$ cat src/rtl/instruction_fetch_unit_pkg.sv
// Shared widths, fetch FSM encodings and instruction field positions for the
// fetch unit and the decode logic downstream of it.
package instruction_fetch_unit_pkg;

  localparam int WORD_LEN        = 32;
  localparam int SIGN_EXTEND_LEN = 16;

  typedef enum logic [1:0] {
    FETCH_START   = 2'd0,
    FETCH_REQUEST = 2'd1,
    FETCH_HOLD    = 2'd2
  } fetch_state_e;

  localparam int OPCODE_MSB = 31;
  localparam int OPCODE_LSB = 26;
  localparam int RS_MSB     = 25;
  localparam int RS_LSB     = 21;
  localparam int RT_MSB     = 20;
  localparam int RT_LSB     = 16;
  localparam int RD_MSB     = 15;
  localparam int RD_LSB     = 11;
  localparam int FUNCT_MSB  = 5;
  localparam int FUNCT_LSB  = 0;
  localparam int IMM_MSB    = 15;
  localparam int IMM_LSB    = 0;

endpackage

$ cat src/rtl/instruction_field_splitter.sv
// Pure-wiring split of a 32-bit instruction word into its decode fields.
module instruction_field_splitter
  import instruction_fetch_unit_pkg::*;
(
  input  logic [WORD_LEN-1:0]        instr,
  output logic [5:0]                 opcode,
  output logic [4:0]                 rs,
  output logic [4:0]                 rt,
  output logic [4:0]                 rd,
  output logic [5:0]                 funct,
  output logic [SIGN_EXTEND_LEN-1:0] immediate
);

  assign opcode    = instr[OPCODE_MSB:OPCODE_LSB];
  assign rs        = instr[RS_MSB:RS_LSB];
  assign rt        = instr[RT_MSB:RT_LSB];
  assign rd        = instr[RD_MSB:RD_LSB];
  assign funct     = instr[FUNCT_MSB:FUNCT_LSB];
  assign immediate = instr[IMM_MSB:IMM_LSB];

endmodule

$ cat src/rtl/instruction_fetch_unit.sv
// Instruction fetch: owns the PC, fetches over a request/ready handshake and
// registers the returned word, with decode stall and redirect (flush) support.
module instruction_fetch_unit
  import instruction_fetch_unit_pkg::*;
#(
  parameter logic [WORD_LEN-1:0] RESET_PC = 32'h0000_0000,
  parameter logic [WORD_LEN-1:0] PC_STEP  = 32'd4
) (
  input  logic                       clock,
  input  logic                       reset,
  input  logic                       stall,
  input  logic                       redirectValid,
  input  logic [WORD_LEN-1:0]        redirectTarget,
  output logic                       memRequest,
  output logic [WORD_LEN-1:0]        memAddress,
  input  logic                       memReady,
  input  logic [WORD_LEN-1:0]        memData,
  output logic                       instructionValid,
  output logic [WORD_LEN-1:0]        instructionOut,
  output logic [WORD_LEN-1:0]        pcOut,
  output logic [WORD_LEN-1:0]        pcPlus4Out,
  output logic [5:0]                 opcodeOut,
  output logic [4:0]                 rsOut,
  output logic [4:0]                 rtOut,
  output logic [4:0]                 rdOut,
  output logic [5:0]                 functOut,
  output logic [SIGN_EXTEND_LEN-1:0] immediateOut
);

  fetch_state_e        state_q, state_d;
  logic [WORD_LEN-1:0] pc_q, pc_d;
  logic                pend_q, pend_d;
  logic [WORD_LEN-1:0] pend_target_q, pend_target_d;
  logic [WORD_LEN-1:0] hold_instr_q, hold_instr_d;
  logic [WORD_LEN-1:0] hold_pc_q, hold_pc_d;
  logic                out_valid_q, out_valid_d;
  logic [WORD_LEN-1:0] out_instr_q, out_instr_d;
  logic [WORD_LEN-1:0] out_pc_q, out_pc_d;
  logic [WORD_LEN-1:0] out_pc4_q, out_pc4_d;
  logic [WORD_LEN-1:0] pc_next_seq;

  assign pc_next_seq = pc_q + PC_STEP;

  always_ff @(posedge clock) begin
    if (reset) begin
      state_q       <= FETCH_START;
      pc_q          <= RESET_PC;
      pend_q        <= 1'b0;
      pend_target_q <= '0;
      hold_instr_q  <= '0;
      hold_pc_q     <= '0;
      out_valid_q   <= 1'b0;
      out_instr_q   <= '0;
      out_pc_q      <= '0;
      out_pc4_q     <= '0;
    end else begin
      state_q       <= state_d;
      pc_q          <= pc_d;
      pend_q        <= pend_d;
      pend_target_q <= pend_target_d;
      hold_instr_q  <= hold_instr_d;
      hold_pc_q     <= hold_pc_d;
      out_valid_q   <= out_valid_d;
      out_instr_q   <= out_instr_d;
      out_pc_q      <= out_pc_d;
      out_pc4_q     <= out_pc4_d;
    end
  end

  always_comb begin
    state_d       = state_q;
    pc_d          = pc_q;
    pend_d        = pend_q;
    pend_target_d = pend_target_q;
    hold_instr_d  = hold_instr_q;
    hold_pc_d     = hold_pc_q;
    out_instr_d   = out_instr_q;
    out_pc_d      = out_pc_q;
    out_pc4_d     = out_pc4_q;
    out_valid_d   = stall ? out_valid_q : 1'b0;

    case (state_q)
      FETCH_START: begin
        state_d = FETCH_REQUEST;
        if (redirectValid) pc_d = redirectTarget;
      end
      FETCH_REQUEST: begin
        if (memReady) begin
          // A response that crosses a redirect is stale and must be dropped.
          if (redirectValid) begin
            pc_d   = redirectTarget;
            pend_d = 1'b0;
          end else if (pend_q) begin
            pc_d   = pend_target_q;
            pend_d = 1'b0;
          end else if (!stall) begin
            out_instr_d = memData;
            out_pc_d    = pc_q;
            out_pc4_d   = pc_next_seq;
            out_valid_d = 1'b1;
            pc_d        = pc_next_seq;
          end else begin
            hold_instr_d = memData;
            hold_pc_d    = pc_q;
            pc_d         = pc_next_seq;
            state_d      = FETCH_HOLD;
          end
        end else if (redirectValid) begin
          pend_d        = 1'b1;
          pend_target_d = redirectTarget;
        end
      end
      FETCH_HOLD: begin
        if (redirectValid) begin
          pc_d    = redirectTarget;
          state_d = FETCH_REQUEST;
        end else if (!stall) begin
          out_instr_d = hold_instr_q;
          out_pc_d    = hold_pc_q;
          out_pc4_d   = hold_pc_q + PC_STEP;
          out_valid_d = 1'b1;
          state_d     = FETCH_REQUEST;
        end
      end
      default: state_d = FETCH_START;
    endcase

    if (redirectValid) out_valid_d = 1'b0;
  end

  assign memRequest       = (state_q == FETCH_REQUEST);
  assign memAddress       = pc_q;
  assign instructionValid = out_valid_q;
  assign instructionOut   = out_instr_q;
  assign pcOut            = out_pc_q;
  assign pcPlus4Out       = out_pc4_q;

  instruction_field_splitter u_splitter (
    .instr     (out_instr_q),
    .opcode    (opcodeOut),
    .rs        (rsOut),
    .rt        (rtOut),
    .rd        (rdOut),
    .funct     (functOut),
    .immediate (immediateOut)
  );

endmodule

$ cat config.mk
export PLATFORM = sky130hd
export DESIGN_NAME = instruction_fetch_unit
export DESIGN_NICKNAME = d
export VERILOG_FILES = /design/src/rtl/instruction_fetch_unit_pkg.sv /design/src/rtl/instruction_field_splitter.sv /design/src/rtl/instruction_fetch_unit.sv
export SDC_FILE = /design/constraint.sdc
export NUM_CORES = 1
export LEC_CHECK = 0
export BUFFER_PORTS_ARGS = -buffer_cell sky130_fd_sc_hd__buf_2
export CORE_MARGIN = 1.5
export CORE_UTILIZATION = 59
export DETAILED_ROUTE_END_ITERATION = 10
export HOLD_SLACK_MARGIN = 0.1
export PLACE_DENSITY = 0.93
export SLEW_MARGIN = 20
export SYNTH_ARGS = -nofsm -noshare
export SYNTH_HDL_FRONTEND = slang
export SYNTH_SLANG_ARGS = --single-unit
$ cat constraint.sdc
create_clock -name clock -period 4.4 [get_ports clock]
set_clock_uncertainty 0.15 [all_clocks]
set_input_delay 0.66 -clock clock [delete_from_list [all_inputs] [get_ports clock]]
set_output_delay 0.66 -clock clock [all_outputs]
set_load 0.02 [all_outputs]
**Word-level counts from Yosys, hierarchy flattened**

Cells that the tools add are included.

- Register bits: 228
- Input bits: 69
- Output and inout bits: 173
- Logic and storage cells: 78

- $add $sub $neg: 2
- Eq/ne operators: 11
- Muxes and demuxes: 40
- Bitwise gates (word level): 3
- Reductions and logical operators: 12

Operators with widths:

| kind | count |
|---|---|
| 32-bit two-way mux | 22 |
| 32-bit case mux with 2 select lines | 4 |
| 32-bit by 3-bit adder with 32-bit output (second input constant) | 2 |
| 2-bit two-way mux | 6 |
| 2-bit != test (second input constant) | 6 |
| 5-bit AND reduction | 2 |
| 7-bit AND reduction | 1 |
| 1-bit two-way mux | 6 |
| 2-bit case mux with 3 select lines | 1 |
| 3-bit AND reduction | 2 |
| 2-bit nonzero test | 3 |
| 2-bit by 1-bit != test with 1-bit output (second input constant) | 2 |
| 2-bit OR reduction | 2 |
| 3-bit != test (second input constant) | 1 |
| 1-bit inverter | 3 |
| 2-bit by 1-bit == test with 1-bit output (second input constant) | 1 |
| 2-bit == test (second input constant) | 1 |
| 2-bit logical NOT | 1 |
| 1-bit case mux with 2 select lines | 1 |
| 2-bit AND reduction | 1 |

**Logic depth before layout (Yosys ltp)**

Gate-level depths: netlist of the first run.

- Word-level depth: 6
- Mapped depth: 10
- Mapped depth without buffers: 7

**Hierarchy**

From an unflattened synthesis of the first run, not the netlist that was laid out.

- Cells, all modules: 1,426
- Area total of the unflattened synthesis: 11,312.1 sq um

Modules (own cells, without submodules):

| module | instances | cells an instance | area an instance (sq um) | seq. area each (sq um) |
|---|---|---|---|---|
| instruction_fetch_unit | 1 | 1,383 | 10,989.3 | 4,524.3 |
| instruction_field_splitter | 1 | 43 | 322.8 | 0.0 |

**Worst setup path after synthesis of the first run**

Ideal clock, no wire load.

- Path type: register to register
- Start point: register state_q[0]
- End point: register out_pc_q[2], in the netlist pcOut[2]
- Library setup time: 128 ps
- Arrival time: 2,358 ps
- Data required time: 4,122 ps
- Path slack: 1,765 ps
- Cell stages (with the launch flop): 10
- Buffers on the path: 3
- Period minus slack after synthesis: 2,635 ps
- Cell sequence: dfxtp_1 ha_1 clkbuf_1 nand3b_1 a211oi_1 clkbuf_1 clkbuf_1 nand2_1 o21ai_0 nor2_1

- Word-level cells in the longest chain between the ends: 3
- Elaborated cells on any way between the ends: 11
- Classes of those cells: eq/ne: 8; mux: 1; reduce/logical: 2

RTL lines:

| what | line | RTL |
|---|---|---|
| start, declared | instruction_fetch_unit.sv:30 | `fetch_state_e state_q, state_d;` |
| start signal, assigned | instruction_fetch_unit.sv:57 | `state_q <= state_d;` |
| 2-bit by 1-bit == test with 1-bit output * | -- |  |
| named net memRequest | instruction_fetch_unit.sv:14 | `output logic memRequest,` |
| 2-bit != test (no source line), or another cell as far along | -- |  |
| 7-bit AND reduction (no source line) | -- |  |
| end signal, assigned | instruction_fetch_unit.sv:65 | `out_pc_q <= out_pc_d;` |
| end, declared | instruction_fetch_unit.sv:38 | `logic [WORD_LEN-1:0] out_pc_q, out_pc_d;` |

Mark *: on every way through the listed nets, which the timed path passes. The rest lies on a longest branch.
A chain may end at the register's enable or synchronous reset.

**Worst setup path in the final report of the first run**

- Start point: register state_q[0]
- End point: register pc_q[28], in the netlist memAddress[28]

- Word-level cells in the longest chain between the ends: 4
- Elaborated cells on any way between the ends: 9
- Classes of those cells: eq/ne: 4; mux: 1; reduce/logical: 4

RTL lines:

| what | line | RTL |
|---|---|---|
| 2-bit == test / 2-bit logical NOT (equally long branches) | instruction_fetch_unit.sv:82 | `case (state_q)` |
| 2-bit OR reduction (no source line) | -- |  |
| 2-bit by 1-bit != test with 1-bit output (no source line) / 2-bit nonzero test (equally long branches) | -- |  |
| 3-bit AND reduction (no source line) | -- |  |
| end signal, assigned | instruction_fetch_unit.sv:58 | `pc_q <= pc_d;` |
| end, declared | instruction_fetch_unit.sv:31 | `logic [WORD_LEN-1:0] pc_q, pc_d;` |

Several ways; a longest one is shown, not always the timed one.

==> results.yml, run 1 <==
synth:
  ys_ff_latch: 226
  seq_area_frac_synth: 0.403
  yosysMostFrequentCell: "nand2_1"
  synth_edf_count: 0
  synthTopCellsByArea: "dfxtp_1 (40%), nand2_1 (9.3%), a21oi_1 (6.3%)"
  synth_top_area_frac: 0.403
  avgSynthCellArea_um2: 7.93
  synth_commonest_cells: "nand2_1 (279), dfxtp_1 (226), a21oi_1 (142)"
  yosysUniqueCellTypes: 68
  yosys_warnings: 0
  synthCells: 1415
  syn-num-nets: 1490
  ys.flop_type: "dfxtp_1"
  synth_top_area_cell: "dfxtp_1"
  async_reset_ff_frac: 0
  synth_area_mm2: 0.0112
timing:
  worstMarginPinSlew_ps: 1040
  fin_crit_sh: 0.714
  drv_slew: 0
  hold_viol: 0
  period_needed_ps: 3140
  setup_violations: 0
  fmax_ghz: 0.319
  relSlewSlack: 0.302
  worst_slack_ps: 1260
  grt_setup_unrepaired: "no"
  setup-tns-final_ps: 0
cells_and_area:
  drive_gt1_frac: 0.202
  fin_nets: 1593
  n_antenna_cell: 0
  syn_to_final_growth_pct: 14.4
worst_setup_path:
  crit_type: "reg -> reg"
  crit_arrival_ps: 3430
  critPathLaunchType: "flop"
  required_ps: 4690
  r2r_slack_ps: 1260
  r2r.worst_path.cells: 8
  cp-end-kind: "flop"
  crit_path_max_fanout: 64
  reg2reg_to: "memAddress[28]"
  reg2reg_from: "state_q[0]"
power:
  fin_total_pwr_mw: 6.90
  peakVddDrop_mv: 0.450
  p_per_area_mw_per_mm2: 538
  p_leak_nw: 4.87
global_routing:
  grt-ovfl-total: 0
  antenna_found_initial: 0
  grt_pass1_wl_um: 49800
  grt_pass1_vias: 9710
  track_usage: 0.306
  grt_max_degree: 140
detailed_routing:
  drt_iter0_drc: 1173
  wl_per_cell_um: 17.8
  dr.pass1.iters: 5
  routed_via_density: 6.07
  dr_total_vias: 10700
  drc: 0
  drt_wl_total_um: 31500
  ant_nets: 0
clocking:
  htree_levels: 1
  cts.sinks: 226
  cts_buffer_depth: 3
  path_clk_slew_ps: 60
  cts_tree: "done"
  ctsHoldBuffers: 0
  post-cts-setup-buffers: 0
  cts_made_buffers: 24
  clkLatencyLatePin_ps: 520
  cts_root_buf: "clkbuf_16"
  post_cts_resized: 0
outcome:
  status: "completed"
worst_hold_path:
  holdPathStages: 3
  min_from: "redirectTarget[14]"
  hold-path-endpoint: "pend_target_q[14]"
  min_path_type: "in -> reg"
floorplan:
  core_area_mm2: 0.0187
  start_util: 0.600
  die_h_um: 141
  die_x_um: 141
  io_pins: 242
  dieArea_mm2: 0.0199
  row_count: 50
placement:
  pre_cts_slack_ps: 1240
  hpwl_um: 21500
  io_buffers: 241
  gp_congestion: 0.938
run:
  drv_cap: 0
## sequential cells by signal, indices dropped and copies added (netlist names)
name / cells
hold_pc_q: 32
pend_q: 1
pcPlus4Out: 30
instructionOut: 32
instructionValid: 1
hold_instr_q: 32
state_q: 2
memAddress: 32
pend_target_q: 32
pcOut: 32
## worst max-delay path by stage
stage,endpoint,cells past startpoint,from
global placement,pcPlus4Out[18],7,state_q[0]
finish,memAddress[28],8,state_q[0]
global route,pcPlus4Out[20],7,state_q[0]
CTS,pcPlus4Out[22],7,state_q[0]
floorplan,pcOut[2],9,state_q[0]
detailed placement,pcPlus4Out[22],7,state_q[0]
## report_power, final
group / leakage, nW / total [mW] / internal [mW] / switching [mW]
Clock: 0.397 / 2.04 / 1.23 / 0.808
Combinational: 2.64 / 2.16 / 0.759 / 1.40
Sequential: 1.83 / 2.70 / 2.29 / 0.411
Total: 4.87 / 6.90 / 4.28 / 2.62
## metrics by stage
step,instance area (µm²),util,std cells,hold slack (ps)
final,12800,0.686,1767,238
after global routing,12800,0.686,1767,244
after floorplan,11200,-,1415,281
after global placement,12000,0.643,1726,287
after CTS,12800,0.686,1767,230
after detailed placement,12000,0.643,1726,292
## layer usage
metal  global-route usage  vias up  wire (µm)
met5                    0        -          0
li1                     -     5152          -
met1                0.408     4873      12800
met3               0.0493       83       3230
met2                0.506      616      14500
met4                0.102        0        971
## cell usage in the layout, fill, tap and decap left out, drive strengths merged, types with 16 or more instances in the layout
cell	Yosys	layout
nand2	279	279
buf	64	254
dfxtp	226	226
a21oi	142	142
nor2	99	99
a211oi	77	77
mux2i	69	69
nand3	44	44
clkbuf	113	34
o21ai	31	31
nand4	26	26
o211ai	22	22
xnor2	21	21
and3	18	18
xor2	16	16
nor3	16	16
## logic make-up (layout without fill, tap and decap cells)
kind of cell,count (synthesis),after routing,synth area share
adder cells (fa/ha/maj),6,6,0.00669
AND/OR/NAND/NOR,548,548,0.225
multiplexers,70,70,0.0626
AO/OA/AOI/OAI,338,338,0.194
flip-flops,226,226,0.403
XOR/XNOR,37,37,0.0289
buffers and inverters,190,308,0.0799
## final cells by class
class                           count  area [µm²]
Fill cell                        1537        5870
Multi-Input combinational cell    999        5850
Timing Repair Buffer              254        1320
Clock inverter                      7        85.1
Tap cell                          234         293
Inverter                           13        48.8
Sequential cell                   226        4520
Clock buffer                       34         709
## critical path: stages (launching register included)
cell,delay [ps]
dfxtp_1,490
inv_1,150
ha_4,440
or3_1,460
buf_4,250
nor2_1,600
nand2_1,110
mux2_2,280
a21oi_1,120
(Power assumes the default switching activity.)
==> run 2: changes to the inputs <==
- CORE_UTILIZATION: 59 -> 55
- PLACE_DENSITY: 0.93 -> 0.88
- clock period: 4.4 -> 2.96 ns (I/O delays scaled with it)
==> results.yml, run 2 (synthesis results as in run 1) <==
timing:
  grt_setup_unrepaired: "no"
  worstMarginPinSlew_ps: 796
  fin_crit_sh: 0.969
  setup_violations: 0
  fmax_ghz: 0.349
  setup-tns-final_ps: 0
  relSlewSlack: 0.469
  worst_slack_ps: 93.1
  period_needed_ps: 2870
  hold_viol: 0
  drv_slew: 0
clocking:
  cts_tree: "done"
  htree_levels: 1
  cts_root_buf: "clkbuf_16"
  cts_buffer_depth: 3
  path_clk_slew_ps: 60
  post-cts-setup-buffers: 0
  cts.sinks: 226
  cts_made_buffers: 24
  post_cts_resized: 0
  clkLatencyLatePin_ps: 530
worst_setup_path:
  crit_path_max_fanout: 14
  cp-end-kind: "flop"
  slowest_delay_ps: 680
  path_common_cell: "and4_1"
  critPathLaunch: "memAddress[18]"
  required_ps: 3260
  reg2reg_from: "memAddress[18]"
  critPathLaunchType: "flop"
  crit_buf_inv: 0
  reg2reg_to: "memAddress[30]"
  path_cells: "and4_1 -> and4_1 -> nand4_1 -> or4_1 -> a31oi_1"
  critPathSlowestCell: "dfxtp_1"
  r2r_slack_ps: 90
  crit_arrival_ps: 3170
  crit_family: "simple AND/OR/NAND/NOR gates"
  r2r.worst_path.cells: 5
  crit_type: "reg -> reg"
power:
  internal-power_mw: 6.31
  switching_power_mw: 3.98
  comb_power_share: 0.349
  p_per_area_mw_per_mm2: 753
  p_seq_frac: 0.377
  p_leak_nw: 5.21
  clkPwrFrac: 0.274
  sw_frac_of_total: 0.387
  peakVddDrop_mv: 0.821
  fin_total_pwr_mw: 10.3
cells_and_area:
  layout_common_cells: "nand2_1 (279), buf_2 (240), dfxtp_1 (226)"
  drive_gt1_frac: 0.203
  n_antenna_cell: 0
  fin_nets: 1680
  syn_to_final_growth_pct: 21.8
  final_common_cell: "nand2_1"
detailed_routing:
  dr_total_vias: 11100
  drt_wl_total_um: 33500
  dr.pass1.iters: 6
  drc: 0
  drt_iter0_drc: 962
  ant_nets: 0
  wl_per_cell_um: 17.8
  routed_via_density: 5.89
floorplan:
  start_util: 0.558
  io_pins: 242
  core_area_mm2: 0.0201
  die_h_um: 146
  row_count: 52
  dieArea_mm2: 0.0213
  die_x_um: 146
global_routing:
  grt_pass1_vias: 10200
  track_usage: 0.298
  antenna_found_initial: 0
  grt_max_degree: 94
  grt_pass1_wl_um: 52300
  grt-ovfl-total: 0
worst_hold_path:
  hold-path-endpoint: "memAddress[16]"
  holdPathStages: 2
  min_from: "reset"
  min_path_type: "in -> reg"
placement:
  pre_cts_slack_ps: 266
  io_buffers: 241
  hpwl_um: 22100
  gp_congestion: 0.892
outcome:
  status: "completed"
run:
  drv_cap: 0
==> run 2: routing by layer <==
metal  routed length (µm)  track usage  part of all wire  vias to the layer above
met5                    0            0                 0                        -
met4                 1050       0.0985             0.031                        0
met3                 3010       0.0502             0.090                       74
met2                15700        0.496              0.47                      569
met1                13800        0.394              0.41                     5172
li1                     -            -                 -                     5315
==> run 2: worst reg2reg max path, cell delays in order, from the launching register on <==
cell and delay (ps):
dfxtp_1 680, and4_1 530, and4_1 380, nand4_1 270
or4_1 580, a31oi_1 190
==> run 2: cell type report <==
type                    count  area (µm²)
fillers                  1582        6440
multi-input cells         999        5840
flip-flops and latches    226        4520
repair buffers            341        2190
clock buffers              37         699
well taps                 270         338
inverters                  13        48.8
clock inverters             3        28.8
==> run 2: what timing repair did <==
item                                   4_1_cts  5_1_grt
endpoints found under the hold margin       67        0
hold buffers                                64        0
setup endpoints to repair                    0        0
==> run 2: power by group through the flow <==
| stage | combinational (mW) | sequential, mW | clock [mW] |
|---|---|---|---|
| 2_1_floorplan | 2.24 | 4.05 | 0 |
| 3_3_place_gp | 3.39 | 3.89 | 0 |
| 3_5_place_dp | 3.45 | 3.92 | 0 |
| 4_1_cts | 3.54 | 3.85 | 2.86 |
| 5_1_grt | 3.86 | 3.91 | 2.99 |
| 6_report | 3.59 | 3.88 | 2.82 |
==> run 2: through the flow <==
step / util / std cells / instance area, µm² / hold WS, ps
6_report: 0.680 / 1889 / 13700 / 187
5_1_grt: 0.680 / 1889 / 13700 / 196
4_1_cts: 0.680 / 1889 / 13700 / 187
3_5_place_dp: 0.612 / 1785 / 12300 / 291
3_3_place_gp: 0.611 / 1785 / 12300 / 288
2_1_floorplan: - / 1415 / 11200 / 281
==> run 2: how the worst max path moves through the flow <==
stage                              endpoint  slack (ps)  depth (start not counted)
final                        memAddress[30]          90                          5
after global routing      instructionOut[8]          40                          7
after CTS                    memAddress[30]         200                          5
after detailed placement     memAddress[30]         270                          5
after global placement       memAddress[30]         330                          5
after floorplan                    pcOut[2]         320                          9
